`config.mk`:
```
export PLATFORM = sky130hd
export DESIGN_NAME = latch_capture_rx
export DESIGN_NICKNAME = d
export VERILOG_FILES = /design/src/rtl/latch_rx_pkg.sv /design/src/rtl/latch_rx_fifo.sv /design/src/rtl/latch_capture_rx.sv
export SDC_FILE = /design/constraint.sdc
export NUM_CORES = 1
export LEC_CHECK = 0
export CORE_MARGIN = 5
export CORE_UTILIZATION = 56
export CTS_CLUSTER_SIZE = 40
export DETAILED_ROUTE_END_ITERATION = 7
export GPL_ROUTABILITY_DRIVEN = 0
export PLACE_DENSITY = 0.74
export SLEW_MARGIN = 30
export SYNTH_ARGS = -nofsm -noshare
export SYNTH_HDL_FRONTEND = slang
export SYNTH_HIERARCHICAL = 1
export SYNTH_SLANG_ARGS = --single-unit
```
`constraint.sdc`:
```
create_clock -name clk -period 2.7 [get_ports clk]
set_input_delay 0.27 -clock clk [delete_from_list [all_inputs] [get_ports clk]]
set_output_delay 0.27 -clock clk [all_outputs]
set_load 0.03 [all_outputs]
```
`src/rtl/latch_rx_pkg.sv`:
```
// Purpose : shared types and helpers for the latch capture receiver.
// Latency : n/a (declarations only).
// Backpressure: n/a.
// Contents: FSM state encoding and the pointer-width helper used by the FIFO.
package latch_rx_pkg;

  typedef enum logic [1:0] {
    S_IDLE    = 2'd0,
    S_OPEN    = 2'd1,
    S_CAPTURE = 2'd2
  } state_t;

  // Pointer width for a power-of-two FIFO; at least one bit.
  function automatic int ptr_w(input int depth);
    return (depth > 1) ? $clog2(depth) : 1;
  endfunction

endpackage

```
`src/rtl/latch_rx_fifo.sv`:
```
// Purpose : first-word fall-through FIFO holding captured latch words.
// Latency : a push is visible at head/!empty one edge after it is issued.
// Backpressure: a push into a full FIFO is dropped unless a pop frees a slot that same cycle.
// Ports   : clk, reset (sync, active-low), push/push_data, pop, head, empty, full, count.
module latch_rx_fifo
  import latch_rx_pkg::*;
#(
  parameter int WIDTH = 8,
  parameter int DEPTH = 4
) (
  input  logic                     clk,
  input  logic                     reset,
  input  logic                     push,
  input  logic [WIDTH-1:0]         push_data,
  input  logic                     pop,
  output logic [WIDTH-1:0]         head,
  output logic                     empty,
  output logic                     full,
  output logic [$clog2(DEPTH):0]   count
);

  localparam int PW = ptr_w(DEPTH);
  localparam int CW = $clog2(DEPTH) + 1;

  logic [WIDTH-1:0] mem [DEPTH];
  logic [PW-1:0]    wr_ptr;
  logic [PW-1:0]    rd_ptr;
  logic             do_push;
  logic             do_pop;

  assign empty   = (count == '0);
  assign full    = (count == CW'(DEPTH));
  // A pop on an empty FIFO is ignored; a push into a full FIFO lands only
  // if the same cycle's pop makes room.
  assign do_pop  = pop && !empty;
  assign do_push = push && (!full || do_pop);
  assign head    = mem[rd_ptr];

  always_ff @(posedge clk) begin
    if (!reset) begin
      wr_ptr <= '0;
      rd_ptr <= '0;
      count  <= '0;
      for (int i = 0; i < DEPTH; i++) begin
        mem[i] <= '0;
      end
    end else begin
      if (do_push) begin
        mem[wr_ptr] <= push_data;
        wr_ptr      <= wr_ptr + PW'(1);
      end
      if (do_pop) begin
        rd_ptr <= rd_ptr + PW'(1);
      end
      case ({do_push, do_pop})
        2'b10:   count <= count + CW'(1);
        2'b01:   count <= count - CW'(1);
        default: count <= count;
      endcase
    end
  end

endmodule

```
`src/rtl/latch_capture_rx.sv`:
```
// Purpose : samples a transparent latch's value each time its enable closes and queues it.
// Latency : out_valid rises SYNC_STAGES+2 edges after the first edge that samples lat_en=0 (empty FIFO).
// Backpressure: out_ready=0 holds the head word; captures into a full FIFO are dropped and set sticky overflow.
// Ports   : clk, reset (sync, active-low), lat_en/lat_q (async latch side),
//           out_data/out_valid/out_ready (downstream handshake), count, overflow.
module latch_capture_rx
  import latch_rx_pkg::*;
#(
  parameter int WIDTH       = 8,
  parameter int DEPTH       = 4,
  parameter int SYNC_STAGES = 2
) (
  input  logic                   clk,
  input  logic                   reset,
  input  logic                   lat_en,
  input  logic [WIDTH-1:0]       lat_q,
  output logic [WIDTH-1:0]       out_data,
  output logic                   out_valid,
  input  logic                   out_ready,
  output logic [$clog2(DEPTH):0] count,
  output logic                   overflow
);

  logic [SYNC_STAGES-1:0] en_sync;
  logic [WIDTH-1:0]       q_sync [SYNC_STAGES];
  logic                   en_s;
  logic [WIDTH-1:0]       q_s;

  state_t                 state;
  logic                   push_vld;
  logic [WIDTH-1:0]       push_dat;

  logic                   fifo_empty;
  logic                   fifo_full;
  logic                   pop;

  assign en_s = en_sync[SYNC_STAGES-1];
  assign q_s  = q_sync[SYNC_STAGES-1];

  // Data is synchronized alongside the enable; the writer holds lat_q steady
  // long enough after the fall that q_s is settled when the capture fires.
  always_ff @(posedge clk) begin
    if (!reset) begin
      en_sync <= '0;
      for (int i = 0; i < SYNC_STAGES; i++) begin
        q_sync[i] <= '0;
      end
    end else begin
      en_sync   <= {en_sync[SYNC_STAGES-2:0], lat_en};
      q_sync[0] <= lat_q;
      for (int i = 1; i < SYNC_STAGES; i++) begin
        q_sync[i] <= q_sync[i-1];
      end
    end
  end

  // Falling-edge detector on en_s; the push is registered, so it reaches the
  // FIFO one edge after the FSM leaves S_CAPTURE.
  always_ff @(posedge clk) begin
    if (!reset) begin
      state    <= S_IDLE;
      push_vld <= 1'b0;
      push_dat <= '0;
    end else begin
      push_vld <= 1'b0;
      case (state)
        S_IDLE: begin
          if (en_s) state <= S_OPEN;
        end
        S_OPEN: begin
          if (!en_s) state <= S_CAPTURE;
        end
        S_CAPTURE: begin
          push_vld <= 1'b1;
          push_dat <= q_s;
          state    <= en_s ? S_OPEN : S_IDLE;
        end
        default: state <= S_IDLE;
      endcase
    end
  end

  assign out_valid = !fifo_empty;
  assign pop       = out_valid && out_ready;

  // A full FIFO only refuses the word when no pop is taking place that cycle.
  always_ff @(posedge clk) begin
    if (!reset) begin
      overflow <= 1'b0;
    end else if (push_vld && fifo_full && !pop) begin
      overflow <= 1'b1;
    end
  end

  latch_rx_fifo #(
    .WIDTH (WIDTH),
    .DEPTH (DEPTH)
  ) u_fifo (
    .clk       (clk),
    .reset     (reset),
    .push      (push_vld),
    .push_data (push_dat),
    .pop       (pop),
    .head      (out_data),
    .empty     (fifo_empty),
    .full      (fifo_full),
    .count     (count)
  );

endmodule
```
==> out/qor.txt, run 1 <==
Final hold vios: 0
CTS tree: built
Via count: 1710
Critical Path RT: 2.43 ns
Final net count: 272
CTS Buf Count: 9
IO Count: 25
Syn-to-layout area delta: 18.60%
Vias/cell: 5.120
Number of port buffers: 24
Initial core utilization: 57.10%
RSZ-0062 raised after global routing: no
Detailed Routing Iterations Pass 1: 5
Syn. warnings: 6
Die area: 6675 um^2
Drc violations: 0
Synth Area per Inst: 12.36 um^2
Count leader, synth: and2_1
Most common library cells after synthesis: 44 x and2_1, 39 x dfxtp_1, 32 x edfxtp_1, 23 x nand2_1
CTS clock-pin slew for the worst setup and hold paths: 0.07 ns
Worst-path cell chain: mux4_2 -> clkdlybuf4s50_1
Layout cells sized above 1: 13.64%
EDFF count, synth: 32
Number of global-route vias before repair: 1656
Ys flop type: dfxtp_1
Sequential share of the synthesized area: 60.50%
Hold WC Path Type: reg2reg
PwrDens: 654.6 nW/um^2
Final period util: 91.54%
Critical Path Fanout Max: 8
Status: finished, final reports clean
Mapped Area: 2879 um^2
Iter 0 DRT Violations: 70
Peak Freq: 404.6 MHz
Worst path slowest cell: dfxtp_1
Share of the synthesized area in the top cell type: 33.38%
Crit-path leading delay family: flip-flops
Die height: 81.70 um
Worst path bufs/invs: 1
Wire per inst: 14.38 um
Inserted Diodes: 0
Final TNS setup: 0 ns
Clock Path Buffers: 2
CTS root buf: clkbuf_8
H-tree depth: 3
WHS: 0.4276 ns
Leakage Power: 1.257 nW
DP HPWL: 3008 um
Final core utilization: 67.72%
FFs w/ async S/R, synth: 0%
CP Capture Type: primary output
Pin count of the biggest net entering global routing: 40
VDD IR-drop max: 0.4526 mV
Max incr delay on CP: 0.66 ns
Max Slew Vio Count: 0
# setup viols final: 0
Max-cap viol count: 0
Post-CTS Hold Buffers: 0
Area of the core: 5042 um^2
Crit path time final: 2.472 ns
Distinct cells, synth: 40
Die width: 81.70 um
CTS Sinks: 71
Mapped Cells: 233
Clock Latency Late Sink: 0.35 ns
GRT Total Usage: 16.82%
Drt total wl: 4804 um
Slew @ Worst Pin: 0.8123 ns
Postcts setup bufs: 0
Antenna viol nets, final: 0
Initial antenna violation count: 0
#FFs+latches synth: 71
Syn nets: 246
Worst Path Arrival: 2.20 ns
Worst Skew: 0.007543 ns
Post-synth top area cell: edfxtp_1
Total congestion overflow: 0
Kind of critical path: reg2out
First-pass GRT wire length: 8052 um
FP Rows: 26
Max transition margin: 45.49%
Setup crit start kind: register
Top post-synthesis cells by area: edfxtp_1 33%, dfxtp_1 27%, and2_1 9.6%, mux4_2 6.3%, nand2_1 3.0%
==> what timing repair did <==
action,in CTS,in global routing
endpoints found under the setup margin,0,1
resized for setup,0,2
endpoints found under the hold margin,0,0
==> state kept, by name (all words and copies together) (netlist names), named ones only <==
name and flops:
u_fifo/mem 32, q_sync 16, push_dat 8, u_fifo/count 3, en_sync 2, state 2, u_fifo/rd_ptr 2, u_fifo/wr_ptr 2
overflow 1, push_vld 1
==> power by group <==
part	internal (W)	total [W]	switching [W]
registers	0.00115	0.00116	0.00000880
clock network	0.000612	0.000997	0.000385
logic	0.0000387	0.0000793	0.0000407
total	0.00180	0.00224	0.000435
==> worst paths after layout <==
kind                                                    from                            to  slack [ns]  cells after the start
worst max-delay path                                register                   out_data[5]        0.23                      2
worst min-delay path                 q_sync[0][3]$_SDFF_PN0_       q_sync[1][3]$_SDFF_PN0_        0.43                      1
worst max register to register  u_fifo/count[0]$_SDFFE_PN0P_  u_fifo/count[1]$_SDFFE_PN0P_        0.38                      8
worst min register to register       q_sync[0][3]$_SDFF_PN0_       q_sync[1][3]$_SDFF_PN0_        0.43                      1
==> cell usage in the layout (no fill, tap or decap), drive strengths merged, types with 6 or more instances in the layout <==
cell           instances
a21boi                 8
and2                  44
and3                   8
clkbuf                10
clkdlybuf4s50         24
dfxtp                 39
edfxtp                32
mux4                   8
nand2                 23
nand2b                 6
nor2                   9
==> through the flow <==
| step | total power [W] | worst slack, ns | std cells | instance area (um^2) |
|---|---|---|---|---|
| 6_report | 0.002235 | 0.2284 | 334 | 3415 |
| 5_1_grt | 0.002314 | 0.09163 | 334 | 3415 |
| 4_1_cts | 0.002255 | 0.1762 | 334 | 3412 |
| 3_5_place_dp | 0.001263 | 0.2036 | 318 | 3176 |
| 3_3_place_gp | 0.001261 | 0.2400 | 318 | 3176 |
| 2_1_floorplan | 0.001226 | 0.05385 | 233 | 2879 |
==> area by class of cell <==
class	count	area, um^2
flip-flops and latches	71	1744
fillers	366	1628
multi-input cells	144	1057
repair buffers	28	270.3
clock buffers	10	127.6
clock inverters	6	108.9
well taps	70	87.58
inverters	5	18.77
==> routing by layer <==
metal | vias to the layer above | track usage (%) | share of wire [%]
li1 | 859 | - | -
met1 | 804 | 21.02 | 46
met2 | 38 | 26.47 | 47
met3 | 9 | 5.154 | 4.7
met4 | 0 | 8.472 | 2.2
met5 | - | 0 | 0
==> logic make-up after synthesis <==
| logic type | synth area share, % |
|---|---|
| AO/OA/AOI/OAI | 6.606 |
| adder cells (fa/ha/maj) | 0.6954 |
| XOR/XNOR | 1.217 |
| AND/OR/NAND/NOR | 21.95 |
| multiplexers | 6.258 |
| flip-flops | 60.50 |
| buffers and inverters | 2.781 |
Note: power is estimated with default switching activity, not from simulation.
==> inputs of run 2 (changes only) <==
--- a/config.mk
+++ b/config.mk
@@ -5,6 +5,7 @@
 export SDC_FILE = /design/constraint.sdc
 export NUM_CORES = 1
 export LEC_CHECK = 0
+export ABC_AREA = 1
 export CORE_MARGIN = 5
 export CORE_UTILIZATION = 56
 export CTS_CLUSTER_SIZE = 40
==> out/qor.txt, run 2 <==
Initial antenna violation count: 0 (unchanged)
Clock Latency Late Sink: 0.33 ns (was 0.35 ns)
Worst Path Arrival: 2.07 ns (was 2.20 ns)
Seq pwr share: 55.9% (was 51.8%)
FP Rows: 26 (unchanged)
Die area: 6589 um^2 (was 6675 um^2)
Setup crit start kind: register (unchanged)
Iter 0 DRT Violations: 138 (was 70)
Layout cells sized above 1: 13.26% (was 13.64%)
Ys flop type: dfxtp_1 (unchanged)
Critical Path Fanout Max: 17 (was 8)
CTS Buf Count: 9 (unchanged)
Mapped Area: 2836 um^2 (was 2879 um^2)
Max incr delay on CP: 0.70 ns (was 0.66 ns)
Combinational Power Share: 4.6% (was 3.5%)
Inserted Diodes: 0 (unchanged)
Total congestion overflow: 0 (unchanged)
IO Count: 25 (unchanged)
Vias/cell: 4.743 (was 5.120)
Max transition margin: 56.70% (was 45.49%)
DRT met1 WL: 2167 um (was 2221 um)
Hold WC Path Type: reg2reg (unchanged)
Via count: 1978 (was 1710)
Count leader, synth: nor2_1 (was and2_1)
Most common library cells after synthesis: 61 x nor2_1, 42 x nand2_1, 40 x inv_1, 39 x dfxtp_1, 32 x edfxtp_1 (was 44 x and2_1, 39 x dfxtp_1, 32 x edfxtp_1, 23 x nand2_1)
Number of global-route vias before repair: 1876 (was 1656)
Syn nets: 324 (was 246)
Crit path time final: 2.344 ns (was 2.472 ns)
Crit-path leading delay family: buffers and inverters (was flip-flops)
Distinct cells, synth: 23 (was 40)
Post-synth top area cell: edfxtp_1 (unchanged)
Slew @ Worst Pin: 0.6452 ns (was 0.8123 ns)
Syn-to-layout area delta: 17.95% (was 18.60%)
Final TNS setup: 0 ns (unchanged)
Int Pwr: 0.001621 W (was 0.001801 W)
Area after DPL: 3147 um^2 (was 3176 um^2)
Drt total wl: 4870 um (was 4804 um)
Max FFs per register: 32 (unchanged)
CTS root buf: clkbuf_8 (unchanged)
Worst-path cell chain: inv_1 -> o21ai_0 -> o22ai_1 -> clkdlybuf4s50_1 (was mux4_2 -> clkdlybuf4s50_1)
Post-CTS Resized: 0 (unchanged)
Final period util: 86.83% (was 91.54%)
Switching Share: 22.05% (was 19.44%)
VDD IR-drop max: 0.3755 mV (was 0.4526 mV)
RSZ-0062 raised after global routing: no (unchanged)
Most flop-heavy register: u_fifo/mem (unchanged)
Most common cell after layout, fill and taps aside: nor2_1 (was and2_1)
H-tree depth: 3 (unchanged)
Detailed Routing Iterations Pass 1: 4 (was 5)
Syn. warnings: 6 (unchanged)
GRT Total Usage: 16.87% (was 16.82%)
Met2 WL post-DR: 2398 um (was 2248 um)
Kind of critical path: reg2out (unchanged)
Antenna viol nets, final: 0 (unchanged)
Highest metal used: met4 (unchanged)
Status: finished, final reports clean (unchanged)
CTS Sinks: 71 (unchanged)
Pin count of the biggest net entering global routing: 40 (unchanged)
Worst Skew: 0.007493 ns (was 0.007543 ns)
Largest regs: u_fifo/mem (32), q_sync (16), push_dat (8) (unchanged)
#FFs+latches synth: 71 (unchanged)
Initial core utilization: 56.62% (was 57.10%)
Wire per inst: 11.68 um (was 14.38 um)
First-pass GRT wire length: 8349 um (was 8052 um)
Postcts setup bufs: 0 (unchanged)
DP HPWL: 3413 um (was 3008 um)
Top post-synthesis cells by area: edfxtp_1 34%, dfxtp_1 28%, nor2_1 8.1%, nand2_1 5.6%, inv_1 5.3% (was edfxtp_1 33%, dfxtp_1 27%, and2_1 9.6%, mux4_2 6.3%, nand2_1 3.0%)
Peak Freq: 426.6 MHz (was 404.6 MHz)
Final net count: 355 (was 272)
Final hold vios: 0 (unchanged)
Part of the power in the clock network: 39.5% (was 44.6%)
FFs w/ async S/R, synth: 0% (unchanged)
# setup viols final: 0 (unchanged)
Post-CTS Hold Buffers: 0 (unchanged)
CTS clock-pin slew for the worst setup and hold paths: 0.07 ns (about the same)
Leakage Power: 1.334 nW (was 1.257 nW)
Number of port buffers: 24 (unchanged)
Die width: 81.17 um (was 81.70 um)
Critical Path RT: 2.43 ns (about the same)
Max Slew Vio Count: 0 (unchanged)
Met3 WL post-DR: 260 um (was 227 um)
Sw power: 0.0004584 W (was 0.0004346 W)
Die height: 81.17 um (was 81.70 um)
CTS tree: built (unchanged)
CP Capture Type: primary output (unchanged)
Drc violations: 0 (unchanged)
Synth Area per Inst: 9.120 um^2 (was 12.36 um^2)
Fin area: 3346 um^2 (was 3415 um^2)
Sequential share of the synthesized area: 61.40% (was 60.50%)
Worst path bufs/invs: 2 (was 1)
PwrDens: 621.4 nW/um^2 (was 654.6 nW/um^2)
Max-cap viol count: 0 (unchanged)
Share of the synthesized area in the top cell type: 33.88% (was 33.38%)
Commonest non-fill, non-tap cells in the layout: 61 x nor2_1, 42 x nand2_1, 40 x inv_1 (was 44 x and2_1, 37 x dfxtp_1, 32 x edfxtp_1)
EDFF count, synth: 32 (unchanged)
Area of the core: 5010 um^2 (was 5042 um^2)
Mapped Cells: 311 (was 233)
Clock Path Buffers: 2 (unchanged)
Worst path slowest cell: clkdlybuf4s50_1 (was dfxtp_1)
==> run 2: worst min-delay path, cell delays in order (launching register included) <==
cell,delay (ns)
dfxtp_1,0.30
nand2_1,0.04
inv_1,0.03
==> run 2: path summary, 6_finish.rpt <==
path / from / slack (ns) / end / cells past startpoint
setup / recovery: register / 0.36 / out_data[5] / 4
hold reg to reg: q_sync[0][3]$_SDFF_PN0_ / 0.41 / q_sync[1][3]$_SDFF_PN0_ / 2
hold / removal: q_sync[0][3]$_SDFF_PN0_ / 0.41 / q_sync[1][3]$_SDFF_PN0_ / 2
setup reg to reg: u_fifo/count[0]$_SDFFE_PN0P_ / 0.51 / u_fifo/mem[0][5]$_SDFFCE_PN0P_ / 12
==> run 2: cells by family after synthesis <==
family                     after synthesis  share of synthesized area [%]
AOI/OAI and AO/OA                       39                          7.322
adders and majority gates                1                         0.7058
buffers and inverters                   66                          9.351
DFF                                     71                          61.40
and+or+nand+nor                        134                          21.22
==> run 2: power by group through the flow <==
stage / logic [W] / clock network [W] / registers [W]
after floorplan: 0.0000579 / 0 / 0.00118
after global placement: 0.0000938 / 0 / 0.00119
after detailed placement: 0.0000967 / 0 / 0.00119
after CTS: 0.0000967 / 0.000835 / 0.00116
after global routing: 0.000106 / 0.000879 / 0.00117
final: 0.0000951 / 0.000822 / 0.00116
==> run 2: through the flow <==
step,setup slack (ns),std cells,power [W],hold WS (ns),util (%)
floorplan,0.2139,311,0.001242,0.3676,-
global placement,0.5359,401,0.001280,0.3890,62.81
detailed placement,0.4512,401,0.001284,0.4018,62.81
CTS,0.1185,417,0.002094,0.4168,66.76
global route,0.1789,417,0.002151,0.4342,66.78
finish,0.3557,417,0.002079,0.4142,66.78
==> run 2: layer usage <==
layer  GRT usage, %  up-vias
met3          4.656        6
met1          19.44      886
met4          9.459        0
met5              0        -
li1               -     1042
met2          28.24       44
==> run 2: area by class of cell <==
| type | count | area [um^2] |
|---|---|---|
| Sequential cell | 71 | 1743 |
| Inverter | 58 | 217.7 |
| Clock inverter | 7 | 73.82 |
| Clock buffer | 9 | 123.9 |
| Tap cell | 70 | 87.58 |
| Fill cell | 459 | 1664 |
| Timing Repair Buffer | 28 | 270.3 |
| Multi-Input combinational cell | 174 | 829.5 |
==> inputs of run 3 (changes only) <==
--- a/config.mk
+++ b/config.mk
@@ -6,8 +6,9 @@
 export NUM_CORES = 1
 export LEC_CHECK = 0
 export ABC_AREA = 1
-export CORE_MARGIN = 5
+export CORE_MARGIN = 1.5
 export CORE_UTILIZATION = 56
+export CTS_CLUSTER_DIAMETER = 100
 export CTS_CLUSTER_SIZE = 40
 export DETAILED_ROUTE_END_ITERATION = 7
 export GPL_ROUTABILITY_DRIVEN = 0
==> out/qor.txt, run 3 (synthesis gave the netlist of run 2 again) <==
Final hold vios: 0 (unchanged)
Drc violations: 0 (unchanged)
Iter 0 DRT Violations: 109 (was 138)
Worst Path Arrival: 2.25 ns (was 2.07 ns)
Total congestion overflow: 0 (unchanged)
Die area: 5501 um^2 (was 6589 um^2)
Status: finished, final reports clean (unchanged)
CTS tree: built (unchanged)
PwrDens: 590.9 nW/um^2 (was 621.4 nW/um^2)
Sw power: 0.0003991 W (was 0.0004584 W)
Pin count of the biggest net entering global routing: 40 (unchanged)
Leakage Power: 1.316 nW (was 1.334 nW)
Commonest non-fill, non-tap cells in the layout: 61 x nor2_1, 42 x nand2_1, 40 x inv_1 (unchanged)
RSZ-0062 raised after global routing: no (unchanged)
Part of the power in the clock network: 35.6% (was 39.5%)
CTS root buf: clkbuf_8 (unchanged)
Number of global-route vias before repair: 1690 (was 1876)
Post-CTS Hold Buffers: 0 (unchanged)
Critical register-to-register path startpoint: u_fifo/count[0]$_SDFFE_PN0P_ (unchanged)
DP HPWL: 3232 um (was 3413 um)
Peak Freq: 397.5 MHz (was 426.6 MHz)
Worst path bufs/invs: 2 (unchanged)
Post-CTS Resized: 0 (unchanged)
Worst Skew: 0.005810 ns (was 0.007493 ns)
CP Capture Type: primary output (unchanged)
Final net count: 355 (unchanged)
CTS clock-pin slew for the worst setup and hold paths: 0.06 ns (was 0.07 ns)
CTS Sinks: 71 (unchanged)
Max Slew Vio Count: 0 (unchanged)
Combinational Power Share: 4.9% (was 4.6%)
Seq pwr share: 59.6% (was 55.9%)
Int Pwr: 0.001554 W (was 0.001621 W)
Switching Share: 20.44% (was 22.05%)
Max incr delay on CP: 0.63 ns (was 0.70 ns)
Final period util: 93.17% (was 86.83%)
Max transition margin: 58.21% (was 56.70%)
Max-cap viol count: 0 (unchanged)
GRT Total Usage: 18.37% (was 16.87%)
Vias/cell: 4.720 (was 4.743)
Die height: 74.17 um (was 81.17 um)
Most flop-heavy register: u_fifo/mem (unchanged)
Hold WC Path Type: reg2reg (unchanged)
Die width: 74.17 um (was 81.17 um)
WHS: 0.4093 ns (was 0.4142 ns)
Total power: 0.001953 W (was 0.002079 W)
Slew @ Worst Pin: 0.6227 ns (was 0.6452 ns)
Via count: 1954 (was 1978)
Area of the core: 4786 um^2 (was 5010 um^2)
Place WS: 0.4634 ns (was 0.4512 ns)
Final TNS setup: 0 ns (unchanged)
Crit path time final: 2.516 ns (was 2.344 ns)
Initial core utilization: 59.27% (was 56.62%)
Layout cells sized above 1: 11.53% (was 13.26%)
Hold Path Origin: q_sync[0][3]$_SDFF_PN0_ (unchanged)
IO Count: 25 (unchanged)
Crit-path leading delay family: buffers and inverters (unchanged)
Setup crit start kind: register (unchanged)
Kind of critical path: reg2out (unchanged)
Max FFs per register: 32 (unchanged)
Cell count after placement: 398 (was 401)
Worst-path cell chain: inv_1 -> o21ai_0 -> o22ai_1 -> clkdlybuf4s50_1 (unchanged)
Most common cell after layout, fill and taps aside: nor2_1 (unchanged)
Number of port buffers: 24 (unchanged)
Worst setup margin: 0.1845 ns (was 0.3557 ns)
Postcts setup bufs: 0 (unchanged)
Fill count: 379 (was 459)
Drt total wl: 4506 um (was 4870 um)
# setup viols final: 0 (unchanged)
CTS Buf Count: 9 (unchanged)
Initial antenna violation count: 0 (unchanged)
VDD IR-drop max: 0.3913 mV (was 0.3755 mV)
Inserted Diodes: 0 (unchanged)
FP Rows: 25 (was 26)
Detailed Routing Iterations Pass 1: 4 (unchanged)
First-pass GRT wire length: 7493 um (was 8349 um)
Syn-to-layout area delta: 16.50% (was 17.95%)
H-tree depth: 3 (unchanged)
Wire per inst: 10.88 um (was 11.68 um)
Fin cells: 414 (was 417)
Critical Path Fanout Max: 17 (unchanged)
Clock Latency Late Sink: 0.33 ns (about the same)
Clock Path Buffers: 2 (unchanged)
Worst path slowest cell: dfxtp_1 (was clkdlybuf4s50_1)
Antenna viol nets, final: 0 (unchanged)
Critical Path RT: 2.43 ns (about the same)
Largest regs: u_fifo/mem (32), q_sync (16), push_dat (8) (unchanged)
run 3: metrics by stage:
step           area, um^2  util, %
6_report             3304    69.05
3_5_place_dp         3143    65.67
4_1_cts              3304    69.05
3_3_place_gp         3143    65.67
5_1_grt              3304    69.05
2_1_floorplan        2836        -
run 3: path summary, 6_finish.rpt:
kind                                    end  slack, ns  depth (start not counted)
max                             out_data[5]       0.18                          4
min                 q_sync[1][3]$_SDFF_PN0_       0.41                          2
max reg2reg  u_fifo/mem[0][3]$_SDFFCE_PN0P_       0.54                         12
min reg2reg         q_sync[1][3]$_SDFF_PN0_       0.41                          2
run 3: final cells by class:
type | instances | area, um^2 | share of cell area, %
clock buffers | 15 | 156.4 | 4.733
clock inverters | 1 | 5.005 | 0.1515
inverters | 58 | 217.7 | 6.588
multi-input cells | 174 | 829.5 | 25.10
flip-flops and latches | 71 | 1742 | 52.71
well taps | 67 | 83.83 | 2.537
repair buffers | 28 | 270.3 | 8.179
run 3: worst min-delay path, delay by kind of cell (launching register included):
kind | cells | cell delay (ns)
DFF | 1 | 0.30
and+or+nand+nor | 1 | 0.05
buffers and inverters | 1 | 0.03
run 3: power by group through the flow:
| stage | Combinational, W | Clock (W) | Sequential (W) |
|---|---|---|---|
| after floorplan | 0.0000579 | 0 | 0.00118 |
| after global placement | 0.0000934 | 0 | 0.00119 |
| after detailed placement | 0.0000960 | 0 | 0.00119 |
| after CTS | 0.0000964 | 0.000721 | 0.00116 |
| after global routing | 0.000105 | 0.000771 | 0.00117 |
| final | 0.0000948 | 0.000695 | 0.00116 |
run 3: metal layers:
| metal | share of wire, % | track usage, % | wire, um | up-vias |
|---|---|---|---|---|
| li1 | - | - | - | 1046 |
| met1 | 48 | 22.98 | 2145 | 867 |
| met2 | 47 | 29.76 | 2122 | 36 |
| met3 | 4.0 | 5.285 | 182 | 5 |
| met4 | 1.2 | 8.025 | 55 | 0 |
| met5 | 0 | 0 | 0 | - |
